[src/rtl/du_imem_loader_pkg.sv]
// Shared debug-unit definitions for the instruction-memory load path.
// Holds the field widths, the wire-format byte counts and the FSM state encoding.
package du_imem_loader_pkg;

    localparam int NB_INSTR       = 32;
    localparam int NB_UART_DATA   = 8;
    localparam int NB_ADDR        = 32;
    localparam int NB_WCOUNT      = 16;
    localparam int IMEM_WORDS     = 256;
    localparam int BYTES_PER_WORD = 4;
    localparam int LEN_BYTES      = 2;

    typedef enum logic [5:0] {
        ST_IDLE    = 6'b000001,
        ST_RX_LEN  = 6'b000010,
        ST_RX_WORD = 6'b000100,
        ST_WRITE   = 6'b001000,
        ST_DONE    = 6'b010000,
        ST_ERROR   = 6'b100000
    } state_t;

endpackage

[src/rtl/du_imem_loader_if.sv]
// Loader bus: command-decoder handshake, Rx FIFO read side and imem write port.
// The loader takes the master view; the surrounding debug unit takes the slave view.
interface du_imem_loader_if;
    import du_imem_loader_pkg::*;

    logic                    i_start;
    logic                    i_rx_empty;
    logic [NB_UART_DATA-1:0] i_rx_data;
    logic                    o_rd;
    logic                    o_imem_wr;
    logic [NB_ADDR-1:0]      o_imem_waddr;
    logic [NB_INSTR-1:0]     o_imem_wdata;
    logic                    o_busy;
    logic                    o_done;
    logic                    o_error;

    modport master (
        input  i_start, i_rx_empty, i_rx_data,
        output o_rd, o_imem_wr, o_imem_waddr, o_imem_wdata, o_busy, o_done, o_error
    );

    modport slave (
        output i_start, i_rx_empty, i_rx_data,
        input  o_rd, o_imem_wr, o_imem_waddr, o_imem_wdata, o_busy, o_done, o_error
    );

endinterface

[src/rtl/du_imem_loader_byte_assembler.sv]
// Little-endian byte assembler: each load drops a byte into the next lane.
// 'value' already includes the byte being loaded this cycle, so 'full' and 'value' can be used together.
module du_imem_loader_byte_assembler #(
    parameter int NBYTES  = 4,
    parameter int NB_BYTE = 8
) (
    input  logic                      clk,
    input  logic                      rst,
    input  logic                      clear,
    input  logic                      load,
    input  logic [NB_BYTE-1:0]        data,
    output logic [NBYTES*NB_BYTE-1:0] value,
    output logic                      full
);
    localparam int CNT_W = (NBYTES > 1) ? $clog2(NBYTES) : 1;

    logic [NBYTES*NB_BYTE-1:0] stored;
    logic [CNT_W-1:0]          cnt;

    always_comb begin
        value = stored;
        if (load)
            value[NB_BYTE*cnt +: NB_BYTE] = data;
    end

    assign full = load && (cnt == CNT_W'(NBYTES - 1));

    always_ff @(posedge clk or posedge rst) begin
        if (rst) begin
            stored <= '0;
            cnt    <= '0;
        end else if (clear) begin
            stored <= '0;
            cnt    <= '0;
        end else if (load) begin
            stored <= value;
            cnt    <= full ? '0 : cnt + CNT_W'(1);
        end
    end

endmodule

[src/rtl/du_imem_loader.sv]
// Debug-unit receive path: reads a LE word count then N LE instruction words from the
// Rx FIFO and writes them to consecutive imem word addresses, reporting done/error.
module du_imem_loader
    import du_imem_loader_pkg::*;
(
    input  logic             clk,
    input  logic             i_rst,
    du_imem_loader_if.master bus
);
    state_t                  state;
    logic [NB_WCOUNT-1:0]    word_idx;
    logic [NB_WCOUNT-1:0]    len;
    logic [NB_INSTR-1:0]     word;
    logic                    len_full, word_full;
    logic                    rd, start_load;
    logic                    imem_wr, busy, done, error;
    logic [NB_ADDR-1:0]      waddr;
    logic [NB_INSTR-1:0]     wdata;

    // Pop is combinational so the head byte is consumed in the same cycle it is seen.
    assign rd         = (state == ST_RX_LEN || state == ST_RX_WORD) && !bus.i_rx_empty;
    assign start_load = (state == ST_IDLE) && bus.i_start;

    du_imem_loader_byte_assembler #(.NBYTES(LEN_BYTES), .NB_BYTE(NB_UART_DATA)) len_asm (
        .clk   (clk),
        .rst   (i_rst),
        .clear (start_load),
        .load  (rd && state == ST_RX_LEN),
        .data  (bus.i_rx_data),
        .value (len),
        .full  (len_full)
    );

    du_imem_loader_byte_assembler #(.NBYTES(BYTES_PER_WORD), .NB_BYTE(NB_UART_DATA)) word_asm (
        .clk   (clk),
        .rst   (i_rst),
        .clear (start_load),
        .load  (rd && state == ST_RX_WORD),
        .data  (bus.i_rx_data),
        .value (word),
        .full  (word_full)
    );

    always_ff @(posedge clk or posedge i_rst) begin
        if (i_rst) begin
            state    <= ST_IDLE;
            word_idx <= '0;
            imem_wr  <= 1'b0;
            waddr    <= '0;
            wdata    <= '0;
            busy     <= 1'b0;
            done     <= 1'b0;
            error    <= 1'b0;
        end else begin
            imem_wr <= 1'b0;
            waddr   <= '0;
            wdata   <= '0;
            done    <= 1'b0;
            error   <= 1'b0;
            case (state)
                ST_IDLE: if (bus.i_start) begin
                    state    <= ST_RX_LEN;
                    word_idx <= '0;
                    busy     <= 1'b1;
                end
                ST_RX_LEN: if (len_full) begin
                    if (len == '0) begin
                        state <= ST_DONE;
                        done  <= 1'b1;
                    end else if (len > NB_WCOUNT'(IMEM_WORDS)) begin
                        state <= ST_ERROR;
                        error <= 1'b1;
                    end else begin
                        state <= ST_RX_WORD;
                    end
                end
                // Output registers are loaded on entry so the write pulse lines up with WRITE.
                ST_RX_WORD: if (word_full) begin
                    state   <= ST_WRITE;
                    imem_wr <= 1'b1;
                    waddr   <= NB_ADDR'({word_idx, 2'b00});
                    wdata   <= word;
                end
                ST_WRITE: begin
                    if (word_idx + NB_WCOUNT'(1) == len) begin
                        state <= ST_DONE;
                        done  <= 1'b1;
                    end else begin
                        word_idx <= word_idx + NB_WCOUNT'(1);
                        state    <= ST_RX_WORD;
                    end
                end
                ST_DONE, ST_ERROR: begin
                    state <= ST_IDLE;
                    busy  <= 1'b0;
                end
                default: begin
                    state <= ST_IDLE;
                    busy  <= 1'b0;
                end
            endcase
        end
    end

    assign bus.o_rd         = rd;
    assign bus.o_imem_wr    = imem_wr;
    assign bus.o_imem_waddr = waddr;
    assign bus.o_imem_wdata = wdata;
    assign bus.o_busy       = busy;
    assign bus.o_done       = done;
    assign bus.o_error      = error;

endmodule

[src/flat_wrapper.sv]
// flat-port wrapper written by rule: the top's interface ports become plain ports
module du_imem_loader_flat import du_imem_loader_pkg::*;
  (clk, i_rst, bus_i_start, bus_i_rx_empty, bus_i_rx_data, bus_o_rd, bus_o_imem_wr, bus_o_imem_waddr, bus_o_imem_wdata, bus_o_busy, bus_o_done, bus_o_error);
  du_imem_loader_if bus_i ();
  input  logic clk;
  input  logic i_rst;
  input wire logic [$bits(bus_i.i_start)-1:0] bus_i_start;
  input wire logic [$bits(bus_i.i_rx_empty)-1:0] bus_i_rx_empty;
  input wire logic [$bits(bus_i.i_rx_data)-1:0] bus_i_rx_data;
  output wire logic [$bits(bus_i.o_rd)-1:0] bus_o_rd;
  output wire logic [$bits(bus_i.o_imem_wr)-1:0] bus_o_imem_wr;
  output wire logic [$bits(bus_i.o_imem_waddr)-1:0] bus_o_imem_waddr;
  output wire logic [$bits(bus_i.o_imem_wdata)-1:0] bus_o_imem_wdata;
  output wire logic [$bits(bus_i.o_busy)-1:0] bus_o_busy;
  output wire logic [$bits(bus_i.o_done)-1:0] bus_o_done;
  output wire logic [$bits(bus_i.o_error)-1:0] bus_o_error;
  assign bus_i.i_start = bus_i_start;
  assign bus_i.i_rx_empty = bus_i_rx_empty;
  assign bus_i.i_rx_data = bus_i_rx_data;
  assign bus_o_rd = bus_i.o_rd;
  assign bus_o_imem_wr = bus_i.o_imem_wr;
  assign bus_o_imem_waddr = bus_i.o_imem_waddr;
  assign bus_o_imem_wdata = bus_i.o_imem_wdata;
  assign bus_o_busy = bus_i.o_busy;
  assign bus_o_done = bus_i.o_done;
  assign bus_o_error = bus_i.o_error;
  du_imem_loader u_core (.clk(clk), .i_rst(i_rst), .bus(bus_i));
endmodule
[config.mk]
export PLATFORM = sky130hd
export DESIGN_NAME = du_imem_loader_flat
export DESIGN_NICKNAME = d
export VERILOG_FILES = /design/src/rtl/du_imem_loader_pkg.sv /design/src/rtl/du_imem_loader_if.sv /design/src/rtl/du_imem_loader_byte_assembler.sv /design/src/rtl/du_imem_loader.sv /design/src/flat_wrapper.sv
export SDC_FILE = /design/constraint.sdc
export NUM_CORES = 1
export LEC_CHECK = 0
export BUFFER_PORTS_ARGS = -buffer_cell sky130_fd_sc_hd__clkbuf_2
export CAP_MARGIN = 20
export CORE_MARGIN = 2
export CORE_UTILIZATION = 55
export CTS_BUF_LIST = sky130_fd_sc_hd__clkbuf_4
export CTS_CLUSTER_DIAMETER = 30
export DETAILED_ROUTE_END_ITERATION = 10
export PLACE_DENSITY_LB_ADDON = 0.3
export REMOVE_ABC_BUFFERS = 1
export SLEW_MARGIN = 40
export SYNTH_ARGS = -nofsm -noshare
export SYNTH_HDL_FRONTEND = slang
export SYNTH_SLANG_ARGS = --single-unit
[constraint.sdc]
create_clock -name clk -period 6.1 [get_ports clk]
set_input_delay 0.305 -clock clk [delete_from_list [all_inputs] [get_ports clk]]
set_output_delay 0.305 -clock clk [all_outputs]
set_load 0.01 [all_outputs]
* Word-level counts from Yosys, hierarchy flattened *
Cells that the tools add are included.

word-level totals
  register bits after elaboration = 141
  input port bits = 12
  word-level logic and storage cells = 89

cells by class
  bitwise gates (word level) = 1
  equality and inequality tests = 10
  reductions and logical operators = 16
  $add $sub $neg = 5
  shift-type cells = 4
  $lt $le $gt $ge = 1
  multiplexer cells = 40

operators by type and width
  cell                     count
  $mux 32                  6
  $mux 16                  5
  $neg 4->34               1
  $neg 5->34               1
  $shift 8x34->16 const A  1
  $shift 8x34->32 const A  1
  $shiftx 8x34->16         1
  $shiftx 8x34->32         1
  $bwmux 32                1
  $pmux 16 s2              1
  $mux 6                   5
  $pmux 6 s4               1
  $mux 18                  1
  $add 16x1->16 const B    1
  $bwmux 16                1
  $eq 16x16->1             1
  $gt 16x9->1 const B      1
  $logic_not 16->1         1
  $mux 1                   13
  $ne 2x2->1 const B       4
  $eq 6x1->1 const B       1
  $eq 6x2->1 const B       1
  $eq 6x3->1 const B       1
  $eq 6x4->1 const B       1
  other kinds (14)         25

* Logic depth before layout (Yosys ltp) *
Gate-level depths: netlist of run 1.

  depth in word-level cells = 10
  gate-level depth with buffers = 10
  gate-level depth less buffers = 9

* Hierarchy *
Synthesis of run 1 repeated with hierarchy kept, for this count alone.

second synthesis, totals
  cells, all modules = 680
  area total of the unflattened synthesis = 7076.8 sq um

modules (own cells, without submodules)
  module                                           times used  area an instance (sq um)  cells an instance
  du_imem_loader                                   1           3594.7                    343
  du_imem_loader_byte_assembler (u_core.word_asm)  1           2456.1                    253
  du_imem_loader_byte_assembler (u_core.len_asm)   1           1026.0                    84

* Worst setup path after synthesis of run 1 *
No wires, ideal clock.

  kind = reg-to-reg
  start = reg u_core.state[3]
  end = reg u_core.word_idx[13]
  cell stages (with the launch flop) = 11
  setup slack = 3.187 ns
  data required time = 5.978 ns
  library setup time = 0.122 ns
  path buffers = 2
  arrival = 2.792 ns
  path through = dfrtp_1 -> clkbuf_1 -> or4b_4 -> nor2_4 -> mux2i_1 -> xnor3_1 -> nand4_1 -> nor4_4 -> buf_2 -> mux2i_1 -> nand2_1

between the ends
  cells in the longest elaborated chain, start to end = 8
  elaborated cells between the ends (all ways) = 14

ends and longest elaborated chain
  element                                   line                                        RTL
  start, declared                           du_imem_loader.sv:10                        state_t state;
  start signal, assigned                    du_imem_loader.sv:46                        state <= ST_IDLE;
  start signal, assigned                    du_imem_loader.sv:62                        state <= ST_RX_LEN;
  start signal, assigned                    du_imem_loader.sv:68                        state <= ST_DONE;
  $eq 6x2->1 or $eq 6x3->1 (tied branches)  du_imem_loader.sv:21, du_imem_loader.sv:28
  $logic_or 1x1->1                          du_imem_loader.sv:21                        assign rd = (state == ST_RX_LEN || state == ST_RX_WORD) && !bus.i_rx_empty;
  $logic_and 1x1->1                         du_imem_loader.sv:21
  $logic_and 1x1->1                         du_imem_loader.sv:28                        .load (rd && state == ST_RX_LEN),
  $mux 16                                   du_imem_loader_byte_assembler.sv:22         if (load)
  $eq 16x16->1                              du_imem_loader.sv:85                        if (word_idx + NB_WCOUNT'(1) == len) begin
  $ne 2x2->1 (no source line)               n/a
  $reduce_and 3->1 (no source line)         n/a
  end signal, assigned                      du_imem_loader.sv:89                        word_idx <= word_idx + NB_WCOUNT'(1);
  end, declared                             du_imem_loader.sv:11                        logic [NB_WCOUNT-1:0] word_idx;

Parallel ways exist; a longest one is shown, timed or not.
A chain may end at the register's enable or synchronous reset.

* Worst setup path after layout of run 1 *
  start = reg u_core.state[2]
  end = reg u_core.word_idx[3]

The elaborated chain is that of the path after synthesis.

==> results of run 1 <==
-- kinds of logic after synthesis --
kind of cell,count (synthesis),synth area share
other,1,0.0006565
XOR/XNOR,16,0.02694
adder cells (fa/ha/maj),6,0.01314
flip-flops,117,0.5128
multiplexers,17,0.03111
AND/OR/NAND/NOR,227,0.2197
buffers and inverters,59,0.05104
AO/OA/AOI/OAI,114,0.1446
-- routing by layer --
layer,GRT usage,routed length (um)
met5,0,0
met4,0.1212,388
met3,0.05886,920
met2,0.3806,6441
met1,0.3295,5651
-- worst paths after layout --
path | cells after the start | startpoint | to
max | 9 | u_core.state[2]$_DFFE_PP0P_ | u_core.word_idx[3]$_DFFE_PP0P_
min | 2 | bus_i_rx_data[5] | u_core.bus.o_imem_wdata[29]$_DFF_PP0_
max reg2reg | 9 | u_core.state[2]$_DFFE_PP0P_ | u_core.word_idx[3]$_DFFE_PP0P_
min reg2reg | 1 | u_core.word_asm.stored[19]$_DFFE_PP0P_ | u_core.word_asm.stored[19]$_DFFE_PP0P_
max in group asynchronous | 4 | i_rst | u_core.bus.o_imem_wdata[4]$_DFF_PP0_
min in group asynchronous | 3 | i_rst | u_core.word_idx[8]$_DFFE_PP0P_
-- synthesized netlist by cell type, types with 4 or more instances --
cell	count	area, um2
a211oi_1	4	30.03
a21oi_1	14	70.07
a22o_1	29	254.0
a22oi_1	26	195.2
and2_1	12	75.07
and3_1	17	106.4
buf_2	5	25.02
buf_4	17	127.6
clkbuf_1	24	90.09
dfrtp_1	116	2903
ha_1	6	75.07
inv_1	10	37.54
mux2_2	6	67.56
mux2i_1	11	110.1
nand2_1	46	172.7
nand2b_1	4	25.02
nand3_1	35	175.2
nand3b_1	6	45.04
nand4_1	9	56.30
nor2_1	49	183.9
nor3_1	9	45.04
nor4_1	13	81.33
nor4b_2	6	90.09
o211ai_1	4	30.03
o21a_1	4	30.03
o21ai_0	13	65.06
or4_1	4	30.03
xnor2_1	13	113.9
-- report_power, final --
part           internal (mW)  switching [mW]
Combinational          0.198           0.336
Clock                  0.245           0.312
Sequential             0.831          0.0631
Total                   1.27           0.711
-- metrics by stage --
stage / area [um2] / std cells
final: 6371 / 760
after detailed placement: 6066 / 726
after global placement: 6030 / 726
after floorplan: 5514 / 523
after CTS: 6361 / 759
after global routing: 6371 / 760
-- repair_timing --
action,4_1_cts,5_1_grt
buffers inserted,0,0
hold buffers,1,0
endpoints found under the hold margin,31,0
-- critical path: stages (launching register included) --
cell	delay, ns
dfrtp_1	0.50
nor4_2	0.69
nand3_1	0.25
o211a_1	0.19
nor4_2	0.39
nand4_1	0.23
nor4_4	0.52
buf_4	0.28
mux2_2	0.35
nand3_1	0.07
-- area by class of cell --
type,instances,share of cell area
Timing Repair Buffer,69,0.05754
Clock inverter,15,0.02474
Clock buffer,17,0.02003
Tap cell,136,0.02671
Sequential cell,117,0.4597
Multi-Input combinational cell,396,0.4049
Inverter,10,0.006284
-- registers in the layout, summed over array words and instances (netlist names) --
name and count:
u_core.state 6, u_core.bus.o_done 1, u_core.bus.o_busy 1, u_core.word_asm.stored 24
u_core.bus.o_imem_wr 1, u_core.len_asm.cnt 1, u_core.bus.o_imem_wdata 32, u_core.word_asm.cnt 2
u_core.bus.o_error 1, u_core.len_asm.stored 16, u_core.word_idx 16, u_core.bus.o_imem_waddr 16
==> impl_metrics.csv, run 1 <==
group,metric,value,unit
floorplanning,core.rowCount,37,
timing,slew_headroom,0.4546,
floorplanning,die_width,105.9,um
logic_synthesis,synth.avg_cell_area,10.25,um2
floorplanning,start_util,0.5608,
final_layout,num-nets-final,629,
final_layout,fillers,852,
logic_synthesis,synth.distinct_cells,57,
worst_setup_path,crit_required,6.54,ns
pwr,leakage,3.065,nW
worst_setup_path,cp_max_fo,9,
cts,clk_pin_slew,0.12,ns
grt,antenna_found_initial,0,
logic_synthesis,ys_warn_count,0,
floorplanning,coreArea,10180,um2
logic_synthesis,synthArstFlopShare,1.000,
route,vias,4603,
logic_synthesis,synth_seq_area_share,0.5128,
timing,rsz0062_at_grt,"no",
grt,grt_max_degree,87,
pwr,power.total,1.986,mW
timing,fin_crit,3.547,ns
route,firstDrtPassIters,5,
timing,finalWorstSetupSlack,2.553,ns
timing,hold_viol,0,
logic_synthesis,syn_inst,557,
run_status,status,"finished, final reports clean",
placement,dpl.hpwl,9055,um
final_layout,utilization,0.6256,
timing,worst_pin_slew,0.8181,ns
route,route.detailed.wl_per_inst,17.63,um
worst_setup_path,startpoint_type,"register",
pwr,ir_worst_vdd,0.2026,mV
worst_setup_path,critPathKind,"reg -> reg",
placement,io_buffers,64,
route,initialDrtViolationCount,378,
cts,insertion_delay,0.50,ns
timing,slew_viol_final,0,
logic_synthesis,syn_area,5712,um2
logic_synthesis,synth_seq_cells,117,
cts,cts_tree,"yes",
worst_setup_path,cp-end-kind,"register",
grt,grt_pass1_vias,4274,
floorplanning,ios,81,
timing,finClkSkew,0.01770,ns
placement,place_congestion,0.9878,
cts,cts.sinks,117,
grt,overflow,0,
final_layout,layout_commonest_cell,"dfrtp_1",
timing,max_freq,281.9,MHz
logic_synthesis,synth-edff-count,0,
final_layout,drive_gt1_frac,0.1971,
route,drt-vias-per-instance,6.057,
floorplanning,die_y,105.9,um
route,drtAntennaViolNets,0,
timing,tns,0,ns
cts,cts_buffer_depth,2,
cts,root_buffer,"clkbuf_4",
min_path,holdCritPathClass,"in -> reg",
placement,preCtsSetupSlack,2.567,ns
final_layout,layout_common_cells,"dfrtp_1 (116), clkbuf_2 (64), nor2_1 (49)",
run,drv_cap,0,
grt,grt_pass1_wl,21500,um
final_layout,multi_input_area,2580,um2
timing,whs,0.2292,ns
cts,htreeDepth,4,
cts,cts_inserted_buffers,17,
worst_setup_path,critical_path_arrival,3.98,ns
route,drt_wl_total,13400,um
grt,grtUsageTotal,0.2467,
final_layout,syn2layout_area_growth,11.54,%
floorplanning,die-area,11220,um2
route,drcViolationCount,0,
final_layout,antenna_cells,0,
timing,setup_viol_count_final,0,
logic_synthesis,ys.flop_type,"dfrtp_1",
final_layout,regArea,2929,um2
worst_setup_path,ff2ff_setup_slack,2.55,ns
timing,post-route-period-util,0.5814,
cts,ctsResizeCount,0,
pwr,p_per_area,311.7,nW/um2
Note: power is estimated with default switching activity, not from simulation.
==> inputs of run 2 (changes only) <==
--- a/config.mk
+++ b/config.mk
@@ -5,10 +5,11 @@
 export SDC_FILE = /design/constraint.sdc
 export NUM_CORES = 1
 export LEC_CHECK = 0
+export ABC_AREA = 1
 export BUFFER_PORTS_ARGS = -buffer_cell sky130_fd_sc_hd__clkbuf_2
 export CAP_MARGIN = 20
 export CORE_MARGIN = 2
-export CORE_UTILIZATION = 55
+export CORE_UTILIZATION = 54
 export CTS_BUF_LIST = sky130_fd_sc_hd__clkbuf_4
 export CTS_CLUSTER_DIAMETER = 30
 export DETAILED_ROUTE_END_ITERATION = 10
==> constraint.sdc (replaced) <==
create_clock -name clk -period 2.91 [get_ports clk]
set_input_delay 0.1455 -clock clk [delete_from_list [all_inputs] [get_ports clk]]
set_output_delay 0.1455 -clock clk [all_outputs]
set_load 0.01 [all_outputs]
==> run 2 against run 1 <==
Net effect: synthesized cell count rose by 43%; sequential power rose by 110%; flip-flop and latch count did not move; largest power group unchanged; setup slack got worse by 2.2 ns; register-to-register slack got worse by 2.2 ns; critical path depth rose by 4.
==> impl_metrics.csv, run 2 <==
group,metric,value,unit
cts,root_buffer,"clkbuf_4",
timing,worst_pin_slew,0.6580,ns
timing,finClkSkew,0.02047,ns
worst_setup_path,startpoint_type,"register",
worst_setup_path,critical_path_arrival,3.07,ns
placement,preCtsSetupSlack,0.3961,ns
route,drtAntennaViolNets,0,
route,drcViolationCount,0,
timing,slew_viol_final,0,
min_path,holdCritPathClass,"in -> reg",
logic_synthesis,synth.avg_cell_area,7.564,um2
placement,io_buffers,64,
floorplanning,die_y,109.5,um
logic_synthesis,synth-edff-count,0,
worst_setup_path,cp-end-kind,"register",
floorplanning,ios,81,
cts,clk_pin_slew,0.12,ns
worst_setup_path,cp_max_fo,22,
cts,cts_inserted_buffers,17,
timing,post-route-period-util,0.8878,
cts,cts_tree,"yes",
floorplanning,core.rowCount,38,
grt,overflow,0,
pwr,ir_worst_vdd,0.3899,mV
timing,whs,0.03974,ns
placement,dpl.hpwl,10240,um
logic_synthesis,synth_area_leaders,"dfrtp_1 (48%), nand2_1 (12%), nor2_1 (11%)",
grt,grtUsageTotal,0.2606,
run,drv_cap,0,
logic_synthesis,synth.distinct_cells,36,
logic_synthesis,ys.flop_type,"dfrtp_1",
route,vias,5393,
pwr,leakage,3.601,nW
timing,hold_viol,0,
timing,setup_viol_count_final,0,
logic_synthesis,yosysTopAreaCell,"dfrtp_1",
route,firstDrtPassIters,5,
floorplanning,coreArea,10840,um2
final_layout,num-nets-final,888,
grt,antenna_found_initial,1,
final_layout,syn2layout_area_growth,13.13,%
route,route.detailed.wl_per_inst,14.10,um
timing,max_freq,387.1,MHz
logic_synthesis,synth_seq_cells,117,
logic_synthesis,synthArstFlopShare,1.000,
run_status,status,"finished, final reports clean",
logic_synthesis,ys_warn_count,0,
floorplanning,die-area,12000,um2
pwr,p_per_area,722.8,nW/um2
route,drt-vias-per-instance,5.267,
grt,grt_pass1_wl,23980,um
floorplanning,start_util,0.5547,
timing,slew_headroom,0.5613,
final_layout,layout_commonest_cell,"nand2_1",
timing,fin_crit,2.584,ns
logic_synthesis,synth.top_cell.area_share,0.4827,
cts,cts_buffer_depth,2,
cts,ctsResizeCount,0,
final_layout,layout_common_cells,"nand2_1 (199), nor2_1 (181), dfrtp_1 (116)",
cts,cts.sinks,117,
worst_setup_path,crit_required,3.40,ns
route,initialDrtViolationCount,428,
floorplanning,die_width,109.5,um
final_layout,drive_gt1_frac,0.1574,
cts,htreeDepth,4,
final_layout,largest_reg_flops,32,
logic_synthesis,yosysMostFrequentCell,"nand2_1",
logic_synthesis,netlist_top_cells_count,"nand2_1 (199), nor2_1 (181), dfrtp_1 (116)",
grt,grt_max_degree,66,
grt,grt_pass1_vias,5090,
worst_setup_path,critPathKind,"reg -> reg",
logic_synthesis,synth_seq_area_share,0.4871,
worst_setup_path,ff2ff_setup_slack,0.33,ns
cts,insertion_delay,0.56,ns
placement,place_congestion,0.9070,
timing,rsz0062_at_grt,"no",
logic_synthesis,syn_inst,795,
timing,finalWorstSetupSlack,0.3265,ns
logic_synthesis,syn_area,6013,um2
route,drt_wl_total,14440,um
run 2: path summary, 6_finish.rpt:
| check | from | endpoint | depth (start not counted) |
|---|---|---|---|
| worst max-delay path | u_core.state[5]$_DFFE_PP0P_ | u_core.word_idx[13]$_DFFE_PP0P_ | 13 |
| min in group asynchronous | i_rst | u_core.bus.o_imem_wdata[18]$_DFF_PP0_ | 3 |
| worst min-delay path | bus_i_rx_empty | u_core.len_asm.stored[7]$_DFFE_PP0P_ | 4 |
| worst max register to register | u_core.state[5]$_DFFE_PP0P_ | u_core.word_idx[13]$_DFFE_PP0P_ | 13 |
| worst min register to register | u_core.word_idx[15]$_DFFE_PP0P_ | u_core.word_idx[15]$_DFFE_PP0P_ | 2 |
| max in group asynchronous | i_rst | u_core.word_idx[14]$_DFFE_PP0P_ | 4 |
run 2: power by group:
| group | total (mW) | internal (mW) | switching, mW |
|---|---|---|---|
| Combinational | 1.79 | 0.530 | 1.26 |
| Clock | 1.27 | 0.599 | 0.675 |
| Sequential | 1.85 | 1.77 | 0.0835 |
run 2: through the flow:
step	power, mW	area (um2)	setup TNS [ns]	cells	util
after detailed placement	3.637	6397	0	981	0.5901
after CTS	4.918	6800	0	1023	0.6273
final	4.917	6803	0	1024	0.6275
after floorplan	3.172	5827	-38.81	769	-
after global routing	5.283	6803	0	1024	0.6275
after global placement	3.590	6397	0	981	0.5901
run 2: layout make-up:
| cell class | count | area, um2 |
|---|---|---|
| fillers | 971 | 4038 |
| clock inverters | 15 | 175.2 |
| flip-flops and latches | 117 | 2929 |
| well taps | 140 | 175.2 |
| repair buffers | 82 | 493.0 |
| multi-input cells | 563 | 2564 |
| diodes | 1 | 2.502 |
| inverters | 89 | 336.6 |
| clock buffers | 17 | 127.6 |
run 2: critical path, stage by stage, from the launching register on:
cell and delay [ns]:
dfrtp_1 0.41, nor2_4 0.21, nand4_4 0.37, nand2_2 0.17, nand2_1 0.11, nand2_1 0.07
nand2_1 0.08, nor2_1 0.12, nand2_1 0.09, nor2_2 0.15, nand4_4 0.29, nand2_4 0.29
nand2_1 0.09, nand2_1 0.06
run 2: metal layers:
metal / vias to the layer above / track usage / wire length [um]
met5: - / 0 / 0
met3: 48 / 0.06995 / 1065
met1: 2518 / 0.3412 / 6236
met2: 225 / 0.3981 / 6622
li1: 2602 / - / -
met4: 0 / 0.1338 / 511
run 2: logic make-up after synthesis:
| kind of cell | Yosys count | share of synthesized area |
|---|---|---|
| flops | 117 | 0.4871 |
| buf+inv | 130 | 0.09592 |
| fa+ha+maj | 6 | 0.01248 |
| simple gates | 486 | 0.3487 |
| xor+xnor | 3 | 0.004370 |
| compound gates | 52 | 0.05077 |
| other cells | 1 | 0.0006236 |
run 2: what timing repair did:
| action | 4_1_cts | 5_1_grt |
|---|---|---|
| endpoints found under the hold margin | 65 | 0 |
| buffers inserted | 0 | 0 |
| hold buffers | 10 | 0 |
==> inputs of run 3 (changes only) <==
--- a/config.mk
+++ b/config.mk
@@ -6,16 +6,17 @@
 export NUM_CORES = 1
 export LEC_CHECK = 0
 export ABC_AREA = 1
-export BUFFER_PORTS_ARGS = -buffer_cell sky130_fd_sc_hd__clkbuf_2
+export BUFFER_PORTS_ARGS = -buffer_cell sky130_fd_sc_hd__buf_4
 export CAP_MARGIN = 20
 export CORE_MARGIN = 2
 export CORE_UTILIZATION = 54
 export CTS_BUF_LIST = sky130_fd_sc_hd__clkbuf_4
 export CTS_CLUSTER_DIAMETER = 30
 export DETAILED_ROUTE_END_ITERATION = 10
-export PLACE_DENSITY_LB_ADDON = 0.3
+export PLACE_DENSITY = 0.78
 export REMOVE_ABC_BUFFERS = 1
 export SLEW_MARGIN = 40
 export SYNTH_ARGS = -nofsm -noshare
 export SYNTH_HDL_FRONTEND = slang
 export SYNTH_SLANG_ARGS = --single-unit
+export TNS_END_PERCENT = 50
==> run 3 against run 2 <==
Net effect: non-clock buffer count up 6; routed wire length up 3.9%; critical path depth up 2; cell count up 0.49%; setup slack worse by 0.021 ns; sequential share of layout area down 1.4 points; maximum frequency down 0.82%; clock power about the same; clock skew down 0.0026 ns; via count up 0.91%; critical path type unchanged; critical endpoint is now u_core.word_idx[10]$_DFFE_PP0P_; highest routed layer unchanged.
==> impl_metrics.csv, run 3 (same netlist as run 2, synthesis figures left out) <==
group,metric,value,unit
timing,finalWorstSetupSlack,0.3052,ns
timing,hold_viol,0,
floorplanning,die_y,109.5,um
worst_setup_path,worstRegToRegCells,15,
cts,cts.sinks,117,
worst_setup_path,cpPeakStageDelay,0.45,ns
run,drv_cap,0,
timing,fin_crit,2.605,ns
final_layout,finalInstanceArea,7042,um2
placement,dpl_cell_area,6565,um2
cts,cts_buffer_depth,2,
final_layout,finalNonFillerCells,1029,
cts,cts_inserted_buffers,17,
worst_setup_path,ff2ff_setup_slack,0.31,ns
pwr,intPower,2.929,mW
route,route.detailed.wl_per_inst,14.58,um
worst_setup_path,path_cells,"ha_1, nand2_2, nor2_2, nand4_1, nand2_1, inv_1, nand2_1, nand2_1, nor2_1, nand2_1, nor2_2, nand4_4, buf_12, nand3_1, nand2_1",
worst_setup_path,reg2reg_to,"u_core.word_idx[10]$_DFFE_PP0P_",
floorplanning,ios,81,
worst_setup_path,cp-end-kind,"register",
route,drt_wl_total,15000,um
worst_setup_path,worstSetupEndpoint,"u_core.word_idx[10]$_DFFE_PP0P_",
route,drcViolationCount,0,
worst_setup_path,worstReg2RegStart,"u_core.word_idx[0]$_DFFE_PP0P_",
grt,grt_max_degree,48,
worst_setup_path,cp_num_buf_inv,2,
pwr,power.switching,2.055,mW
pwr,p_clk_frac,0.258,
route,initialDrtViolationCount,508,
worst_setup_path,critPathKind,"reg -> reg",
cts,htreeDepth,4,
pwr,ir_worst_vdd,0.4019,mV
grt,grtUsageTotal,0.2664,
pwr,power_frac_seq,0.378,
route,firstDrtPassIters,6,
timing,slew_viol_final,0,
cts,cts_tree,"yes",
worst_setup_path,critical_path_arrival,3.05,ns
final_layout,syn2layout_area_growth,17.10,%
floorplanning,coreArea,10840,um2
worst_setup_path,path_depth,15,
worst_setup_path,critPathTopFamily,"simple AND/OR/NAND/NOR gates",
timing,slew_headroom,0.5929,
placement,preCtsSetupSlack,0.2586,ns
cts,root_buffer,"clkbuf_4",
cts,clk_pin_slew,0.12,ns
timing,setup_viol_count_final,0,
grt,overflow,0,
pwr,power_frac_comb,0.363,
grt,grt_pass1_vias,5020,
placement,dpl.hpwl,10420,um
final_layout,fillers,941,
worst_setup_path,crit_top_cell,"nand2_1",
placement,dp_cells,982,
run_status,status,"finished, final reports clean",
worst_setup_path,cp_max_fo,12,
cts,insertion_delay,0.56,ns
floorplanning,die-area,12000,um2
worst_setup_path,crit_path_top_delay_cell,"dfrtp_1",
pwr,p_sw_frac,0.4123,
grt,antenna_found_initial,1,
route,vias,5442,
floorplanning,core.rowCount,38,
route,drtAntennaViolNets,0,
placement,place_congestion,0.8846,
timing,max_freq,383.9,MHz
worst_setup_path,startpoint_type,"register",
route,drt-vias-per-instance,5.289,
timing,rsz0062_at_grt,"no",
floorplanning,start_util,0.5547,
pwr,p_per_area,707.9,nW/um2
timing,worst_pin_slew,0.6107,ns
final_layout,largest_reg_flops,32,
final_layout,layout_common_cells,"nand2_1 (199), nor2_1 (181), dfrtp_1 (115)",
final_layout,layout_commonest_cell,"nand2_1",
pwr,leakage,3.681,nW
final_layout,utilization,0.6496,
timing,finClkSkew,0.01787,ns
placement,io_buffers,64,
pwr,power.total,4.985,mW
grt,grt_pass1_wl,24320,um
final_layout,num-nets-final,894,
final_layout,drive_gt1_frac,0.1644,
min_path,holdCritPathClass,"in -> async",
worst_setup_path,startpoint,"u_core.word_idx[0]$_DFFE_PP0P_",
timing,post-route-period-util,0.8951,
worst_setup_path,crit_required,3.36,ns
floorplanning,die_width,109.5,um
run 3: changes by cell type in the layout (fill, tap and decap cells not counted), sizes merged:
cell | before | now
clkinv | 10 | 7
buf | 8 | 77
dlygate4sd3 | 10 | 11
clkbuf | 81 | 18
clkinvlp | 2 | 3
run 3: final cells by class:
cell class              instances  area, um2  area share
clock buffers                  18      135.1     0.01919
repair buffers                 88      713.2      0.1013
flip-flops and latches        117       2930      0.4161
diodes                          1      2.502   0.0003554
well taps                     140      175.2     0.02488
multi-input cells             563       2572      0.3653
clock inverters                13      173.9     0.02470
inverters                      89      339.1     0.04815
run 3: power by group through the flow:
stage | clock [mW] | combinational, mW | sequential, mW
after floorplan | 0 | 1.28 | 1.89
after global placement | 0 | 1.70 | 1.90
after detailed placement | 0 | 1.74 | 1.90
after CTS | 1.31 | 1.76 | 1.88
after global routing | 1.37 | 2.04 | 1.90
final | 1.29 | 1.81 | 1.89
run 3: worst min path at each step:
stage                                              to
2_1_floorplan   u_core.bus.o_imem_wdata[24]$_DFF_PP0_
5_1_grt        u_core.word_asm.stored[19]$_DFFE_PP0P_
4_1_cts        u_core.word_asm.stored[19]$_DFFE_PP0P_
3_5_place_dp    u_core.bus.o_imem_wdata[19]$_DFF_PP0_
3_3_place_gp    u_core.bus.o_imem_wdata[19]$_DFF_PP0_
6_report        u_core.bus.o_imem_wdata[19]$_DFF_PP0_
run 3: tightest hold or removal path, delay by kind of cell:
family / cells / cell delay [ns]
buffers and inverters: 3 / 1.10
run 3: per-stage QoR:
stage	setup TNS, ns	hold slack, ns
floorplan	-38.81	0.2841
detailed placement	0	0.2696
global placement	0	0.2575
CTS	0	0.2140
finish	0	0.2034
global route	0	0.2489
run 3: what timing repair did:
| action | 4_1_cts | 5_1_grt |
|---|---|---|
| hold endpoints to repair | 80 | 0 |
| resized for setup | 0 | 4 |
| hold buffers | 11 | 0 |
| endpoints found under the setup margin | 0 | 16 |
| setup buffers | 0 | 4 |
run 3: layer usage:
| metal | track usage | vias to the layer above | part of all wire |
|---|---|---|---|
| met4 | 0.1013 | 0 | 0.020 |
| met3 | 0.05513 | 30 | 0.074 |
| met1 | 0.3715 | 2554 | 0.44 |
| met2 | 0.4105 | 253 | 0.46 |
| li1 | - | 2605 | - |
| met5 | 0 | - | 0 |
